==> src/rtl/zet_umi_arbiter.sv <==
// Two-master UMI arbiter: exec port has priority, fetch is forced through after
// STARVE_LIMIT consecutive exec grants taken while fetch was waiting.
module zet_umi_arbiter #(
   parameter int unsigned STARVE_LIMIT = 4,
   parameter int unsigned CW           = 4
) (
   input  logic        clk,
   input  logic        rst,
   input  logic [19:0] f_adr_i,
   input  logic        f_by_i,
   input  logic        f_stb_i,
   output logic [15:0] f_dat_o,
   output logic        f_ack_o,
   input  logic [19:0] e_adr_i,
   input  logic [15:0] e_dat_i,
   input  logic        e_we_i,
   input  logic        e_by_i,
   input  logic        e_tga_i,
   input  logic        e_stb_i,
   output logic [15:0] e_dat_o,
   output logic        e_ack_o,
   output logic [19:0] s_adr_o,
   output logic [15:0] s_dat_o,
   output logic        s_we_o,
   output logic        s_by_o,
   output logic        s_tga_o,
   output logic        s_stb_o,
   input  logic [15:0] s_dat_i,
   input  logic        s_ack_i,
   output logic [1:0]  gnt_o
);

   typedef enum logic [1:0] {
      IDLE = 2'b00,
      GF   = 2'b01,
      GE   = 2'b10
   } state_t;

   localparam logic [CW-1:0] LIMIT = CW'(STARVE_LIMIT);

   state_t        state_r;
   state_t        cur_s;
   logic [CW-1:0] cnt_r;
   logic [CW-1:0] cnt_inc_s;
   logic          fetch_forced_s;

   assign cnt_inc_s      = (cnt_r >= LIMIT) ? LIMIT : cnt_r + {{(CW-1){1'b0}}, 1'b1};
   assign fetch_forced_s = f_stb_i && (cnt_r >= LIMIT);

   // Read data is broadcast; each master qualifies it with its own ack.
   assign f_dat_o = s_dat_i;
   assign e_dat_o = s_dat_i;

   // Arbitration state and starvation counter.
   always_ff @(posedge clk) begin
      if (rst) begin
         state_r <= IDLE;
         cnt_r   <= {CW{1'b0}};
      end else begin
         case (state_r)
            IDLE: begin
               if (e_stb_i && !fetch_forced_s) begin
                  state_r <= GE;
                  cnt_r   <= f_stb_i ? cnt_inc_s : {CW{1'b0}};
               end else if (f_stb_i) begin
                  state_r <= GF;
                  cnt_r   <= {CW{1'b0}};
               end else begin
                  state_r <= IDLE;
                  cnt_r   <= cnt_r;
               end
            end
            // An ack or an abort always ends the grant; the next cycle is IDLE.
            GF: begin
               if (s_ack_i || !f_stb_i) begin
                  state_r <= IDLE;
               end else begin
                  state_r <= GF;
               end
            end
            GE: begin
               if (s_ack_i || !e_stb_i) begin
                  state_r <= IDLE;
               end else begin
                  state_r <= GE;
               end
            end
            default: begin
               state_r <= IDLE;
               cnt_r   <= {CW{1'b0}};
            end
         endcase
      end
   end

   // Slave-side mux; reset masks the state so an ack in the reset cycle is dropped.
   always_comb begin
      cur_s   = rst ? IDLE : state_r;
      s_adr_o = 20'h00000;
      s_dat_o = 16'h0000;
      s_we_o  = 1'b0;
      s_by_o  = 1'b0;
      s_tga_o = 1'b0;
      s_stb_o = 1'b0;
      f_ack_o = 1'b0;
      e_ack_o = 1'b0;
      gnt_o   = 2'b00;
      case (cur_s)
         GF: begin
            s_adr_o = f_adr_i;
            s_by_o  = f_by_i;
            s_stb_o = f_stb_i;
            f_ack_o = s_ack_i && f_stb_i;
            gnt_o   = 2'b01;
         end
         GE: begin
            s_adr_o = e_adr_i;
            s_dat_o = e_dat_i;
            s_we_o  = e_we_i;
            s_by_o  = e_by_i;
            s_tga_o = e_tga_i;
            s_stb_o = e_stb_i;
            e_ack_o = s_ack_i && e_stb_i;
            gnt_o   = 2'b10;
         end
         IDLE: begin
            gnt_o = 2'b00;
         end
         default: begin
            gnt_o = 2'b00;
         end
      endcase
   end

endmodule

==> config.mk <==
export PLATFORM = sky130hd
export DESIGN_NAME = zet_umi_arbiter
export DESIGN_NICKNAME = d
export VERILOG_FILES = /design/src/rtl/zet_umi_arbiter.sv
export SDC_FILE = /design/constraint.sdc
export NUM_CORES = 1
export LEC_CHECK = 0
export CAP_MARGIN = 20
export CORE_MARGIN = 4
export CORE_UTILIZATION = 25
export CTS_CLUSTER_SIZE = 25
export DETAILED_ROUTE_END_ITERATION = 10
export PLACE_DENSITY = 0.87
export SLEW_MARGIN = 20
export SYNTH_ARGS = -nofsm -noshare
export SYNTH_HDL_FRONTEND = slang
export SYNTH_SLANG_ARGS = --single-unit
==> constraint.sdc <==
create_clock -name clk -period 3.3 [get_ports clk]
set_clock_uncertainty 0.1 [all_clocks]
set_input_delay 0.495 -clock clk [delete_from_list [all_inputs] [get_ports clk]]
set_output_delay 0.495 -clock clk [all_outputs]
set_load 0.03 [all_outputs]
Yosys cells after proc, flatten, opt, wreduce, memory -nomap -nowiden
Index checks and enable logic that the tools add are counted.
{"block": "classes", "n_bitwise": 1, "n_shift": 0, "n_mux": 20, "mul": 0, "addsub": 1, "magnitude_cmp": 1, "reduce_logical": 12, "div": 0, "n_eq_ne": 5}
{"op": "20-bit one-hot mux with 2 select lines", "count": 1}
{"op": "16-bit 2-to-1 mux", "count": 1}
{"op": "4-bit 2-to-1 mux", "count": 4}
{"op": "4-bit one-hot mux with 2 select lines", "count": 1}
{"op": "1-bit 2-to-1 mux", "count": 6}
{"op": "2-bit 2-to-1 mux", "count": 3}
{"op": "2-bit one-hot mux with 3 select lines", "count": 1}
{"op": "4-bit by 1-bit adder with 4-bit output (second input constant)", "count": 1}
{"op": "2-bit by 1-bit equality test with 1-bit output (second input constant)", "count": 2}
{"op": "2-bit equality test (second input constant)", "count": 2}
{"op": "4-bit by 3-bit greater-or-equal comparator with 1-bit output (second input constant)", "count": 1}
{"op": "1-bit logical AND", "count": 4}
{"op": "1-bit one-hot mux with 2 select lines", "count": 2}
{"op": "2-bit one-hot mux with 2 select lines", "count": 1}
{"op": "1-bit logical NOT", "count": 3}
{"op": "3-bit inequality test (second input constant)", "count": 1}
{"op": "2-bit logical NOT", "count": 1}
{"op": "1-bit logical OR", "count": 2}
{"op": "2-bit AND reduction", "count": 1}
{"op": "2-bit OR reduction", "count": 1}
{"op": "1-bit inverter", "count": 1}
{"block": "word_totals", "ram_bits": 0, "n_memories": 0, "latch_bits": 0, "inputBits": 81, "out_inout_bits": 76, "register_bits": 6, "rom_bits": 0, "wordCells": 42}

Longest topological paths before layout
{"block": "logic_depth", "ltp_word": 6, "mapped_depth": 6, "depth_no_buf": 5}

Worst setup path before layout
Ideal clock, no wire load.
{"block": "synth_timing", "path_kind": "input port to output port", "from": "input rst", "to": "output s_stb_o", "path_stages": 6, "required_ns": 2.705, "arrival_ns": 1.757, "setup_slack_ns": 0.948, "path_buffers": 1, "cell_sequence": "nand2b_1 > inv_1 > ha_1 > clkbuf_1 > a22oi_1 > nor2_1"}
{"block": "synth_between", "elab_chain_len": 3, "elab_cells_between_ends": 4}
{"item": "start: declaration", "line_no": "8", "text": "input logic rst,"}
{"item": "2-bit 2-to-1 mux *", "line_no": "98", "text": "cur_s = rst ? IDLE : state_r;"}
{"item": "2-bit equality test or 2-bit by 1-bit equality test with 1-bit output (tied branches)", "line_no": "108", "text": "case (cur_s)"}
{"item": "1-bit one-hot mux with 2 select lines *", "line_no": "108"}
{"item": "end: declaration", "line_no": "27", "text": "output logic s_stb_o,"}
Mark *: on every way between the ends. The rest lies on a longest branch, timed or not.

Worst setup path in the final report
{"block": "layout_timing", "from": "input rst", "to": "output s_adr_o[6]"}
{"block": "layout_between", "elab_chain_len": 3, "elab_cells_between_ends": 4}
{"item": "2-bit 2-to-1 mux *", "line_no": "98"}
{"item": "2-bit equality test or 2-bit by 1-bit equality test with 1-bit output (tied branches)", "line_no": "108"}
{"item": "20-bit one-hot mux with 2 select lines *", "line_no": "108"}
{"item": "end: declaration", "line_no": "22", "text": "output logic [19:0] s_adr_o,"}
Marked as above.

==> results.json <==
{
  "status": "complete, no violations",
  "clockPowerShare_pct": 30.5,
  "row_count": 23,
  "fin_crit_ns": 3.09,
  "comb_power_share_pct": 47.3,
  "synth-main-ff-cell": "dfxtp_1",
  "synthesized_netlist_net_count": 234,
  "synth-warning-count": 0,
  "gpl_congestion": 0.826,
  "critical_path.cell_chain": "clkdlybuf4s50_1 > nand2b_1 > inv_1 > ha_1 > nor2_1 > buf_12",
  "highest_layer": "met4",
  "vdd.ir_drop.worst_mv": 0.215,
  "detail_route.first_pass.iterations": 4,
  "tritoncts.num_buffers": 3,
  "synth_seq_area_share_pct": 11.6,
  "post-cts-setup-buffer-count": 0,
  "grt_antenna_before_repair": 0,
  "cts.root.buffer_cell": "clkbuf_8",
  "nets": 311,
  "power.density_cell_area_mw_per_mm2": 183,
  "die_w_um": 72.5,
  "drt_drc_violations_left": 0,
  "power_uw": 352,
  "area_delta_synth_final_pct": 84.4,
  "worstSkewPairLatency_ns": 0.22,
  "netSwitchingFraction_pct": 27.8,
  "max-slew-margin-rel_pct": 52.8,
  "via_per_inst": 4.50,
  "design.portCount": 157,
  "tritoncts": "done",
  "detail_route.wirelength_mm": 4.02,
  "synth.lib_cells_used.distinct": 22,
  "worstRegToRegCells": 5,
  "fin_crit_sh_pct": 93.6,
  "detailroute.wirelength.met3_um": 376,
  "yosys.cell_count.top_type": "buf_4",
  "r2r_setup_slack_ns": 1.72,
  "rsz0062_at_grt": "no",
  "synthTopCellsByCount": "buf_4 (32), nor2_1 (23), a22oi_1 (22)",
  "critical_path.reg2reg.endpoint": "cnt_r[1]",
  "ff_latch_area_sq_um": 120,
  "crit_path_max_incr_delay_ns": 0.74,
  "insertedDiodeCount": 0,
  "maxClockFrequency_mhz": 324,
  "buffer_ports.inserted": 108,
  "global_route.overflow_total": 0,
  "start_util_pct": 26.0,
  "first_global_vias": 1238,
  "tightestPinTransition_ns": 0.708,
  "fillCellCount": 402,
  "post_drt_wl_per_cell_um": 14.9,
  "cellLeakagePower_uw": 0.000823,
  "drive_gt1_share_pct": 23.3,
  "routed-via-count": 1211,
  "crit_end": "s_adr_o[6]",
  "cts-hold-fix-buffers": 0,
  "worst_setup_path_end_kind": "primary output",
  "synth_seq_cells": 6,
  "grt_use_total_pct": 14.0,
  "cts_resized": 0,
  "sequentialPowerShare_pct": 22.2,
  "final_cell_count_no_fill": 269,
  "grt_start_max_net_pins": 23,
  "path_class": "in -> out",
  "syn_avg_cell_area_sq_um": 7.22,
  "synth_edf_count": 0,
  "worst_path_max_delay_cell": "ha_1",
  "worst-endpoint-arrival_ns": 2.49,
  "critPathLaunchType": "input pin",
  "netlist.area_leader.share_pct": 23.1,
  "wl_met1_mm": 1.44,
  "total_number_of_clock_tree_sinks": 6,
  "final_hold_viol_count": 0,
  "critPathMaxFanout": 22,
  "first_iter_violations": 44,
  "intPower_uw": 254,
  "syn_std_cell_area_sq_mm": 0.00104,
  "netlist_top_cells_area": "buf_4 (23%), a22oi_1 (16%), dfxtp_1 (12%), and2_1 (11%), ha_1 (11%)",
  "core_outline_area_sq_mm": 0.00400,
  "worst_setup_hold_path_clk_slew_ns": 0.03,
  "synthesis.instances": 144,
  "number_of_max_slew_violations_in_the_final_report": 0,
  "max_cap_viol_count": 0,
  "fp.dieH_um": 72.5,
  "ant_nets": 0,
  "timing.hold.worst.class": "reg -> reg",
  "dp.cells": 266,
  "hpwl_mm": 3.33,
  "worst-endpoint-required_ns": 2.70,
  "first_pass_grt_wire_length_mm": 5.98,
  "postSynth.asyncResetShare_pct": 0,
  "met2RoutedLength_mm": 2.18,
  "clk_buf_depth": 2,
  "r2r_start": "state_r[0]",
  "die_area_sq_mm": 0.00525,
  "fin_tns_setup_ns": 0,
  "htree_num_levels": 1,
  "multiInputGateArea_sq_um": 631,
  "timing.final.setup_violations": 0,
  "setup.worst_path.start": "rst",
  "netlist.top_cell.by_area": "buf_4",
  "power_switching_uw": 97.6
}
## power by group through the flow
stage / registers [uW] / clock network (uW) / logic, uW
finish: 78.1 / 107 / 166
global route: 78.6 / 117 / 179
CTS: 78.0 / 111 / 168
detailed placement: 79.1 / 0 / 167
global placement: 79.0 / 0 / 164
floorplan: 78.5 / 0 / 134
## placed cells by master (no fill, tap or decap), types with 2 or more instances in the layout
cell type	netlist	routed
nor2b_1	2	2
and2_1	19	19
nor2_1	23	23
or3b_1	2	2
ha_1	9	9
a22o_1	2	2
nor4b_1	2	2
clkdlybuf4s50_1	0	66
buf_12	0	3
buf_4	32	43
inv_1	5	5
nand2b_1	2	2
a22oi_1	22	22
a21oi_1	3	3
dfxtp_1	6	6
clkbuf_8	0	3
## area by class of cell
cell class | instances | area share [%]
Timing Repair Buffer | 112 | 54.4
Multi-Input combinational cell | 93 | 32.9
Sequential cell | 6 | 6.27
Tap cell | 50 | 3.26
Clock buffer | 3 | 2.15
Inverter | 5 | 0.979
## per-stage QoR
stage	hold slack, ns	instance area (sq um)	utilization (%)	setup slack (ns)
2_1_floorplan	0.349	1040	-	0.948
3_3_place_gp	0.367	1880	46.9	0.251
3_5_place_dp	0.372	1880	46.9	0.185
4_1_cts	0.385	1920	47.9	0.176
5_1_grt	0.404	1920	47.9	0.0329
6_report	0.386	1920	47.9	0.212
## worst max-delay path: cells and delay by family
family / cells / cell delay [ns]
buffers and inverters: 3 / 0.88
adders and majority gates: 1 / 0.74
and+or+nand+nor: 2 / 0.37
## cell families after synthesis
family                   after synthesis  synth area share, %
AND/OR/NAND/NOR                       54                 28.9
buffers and inverters                 45                 27.8
AO/OA/AOI/OAI                         30                 20.9
adder cells (fa/ha/maj)                9                 10.8
flip-flops                             6                 11.6
## layer usage
metal / vias to the layer above / GRT usage, %
met5: - / 0
met4: 0 / 3.48
met3: 4 / 2.91
met2: 63 / 26.9
met1: 536 / 15.4
li1: 608 / -
## sequential cells by signal, indices dropped and copies added, names as in the netlist
signal and flops:
cnt_r 4, state_r 2
## worst min path at each step
| stage | end | slack (ns) | cells after the start | startpoint |
|---|---|---|---|---|
| 2_1_floorplan | cnt_r[0] | 0.35 | 1 | cnt_r[0] |
| 6_report | cnt_r[1] | 0.39 | 1 | cnt_r[1] |
| 3_3_place_gp | cnt_r[1] | 0.37 | 1 | cnt_r[1] |
| 4_1_cts | cnt_r[1] | 0.38 | 1 | cnt_r[1] |
| 5_1_grt | cnt_r[1] | 0.40 | 1 | cnt_r[1] |
| 3_5_place_dp | cnt_r[1] | 0.37 | 1 | cnt_r[1] |
Power figures use the tool's default switching activity.
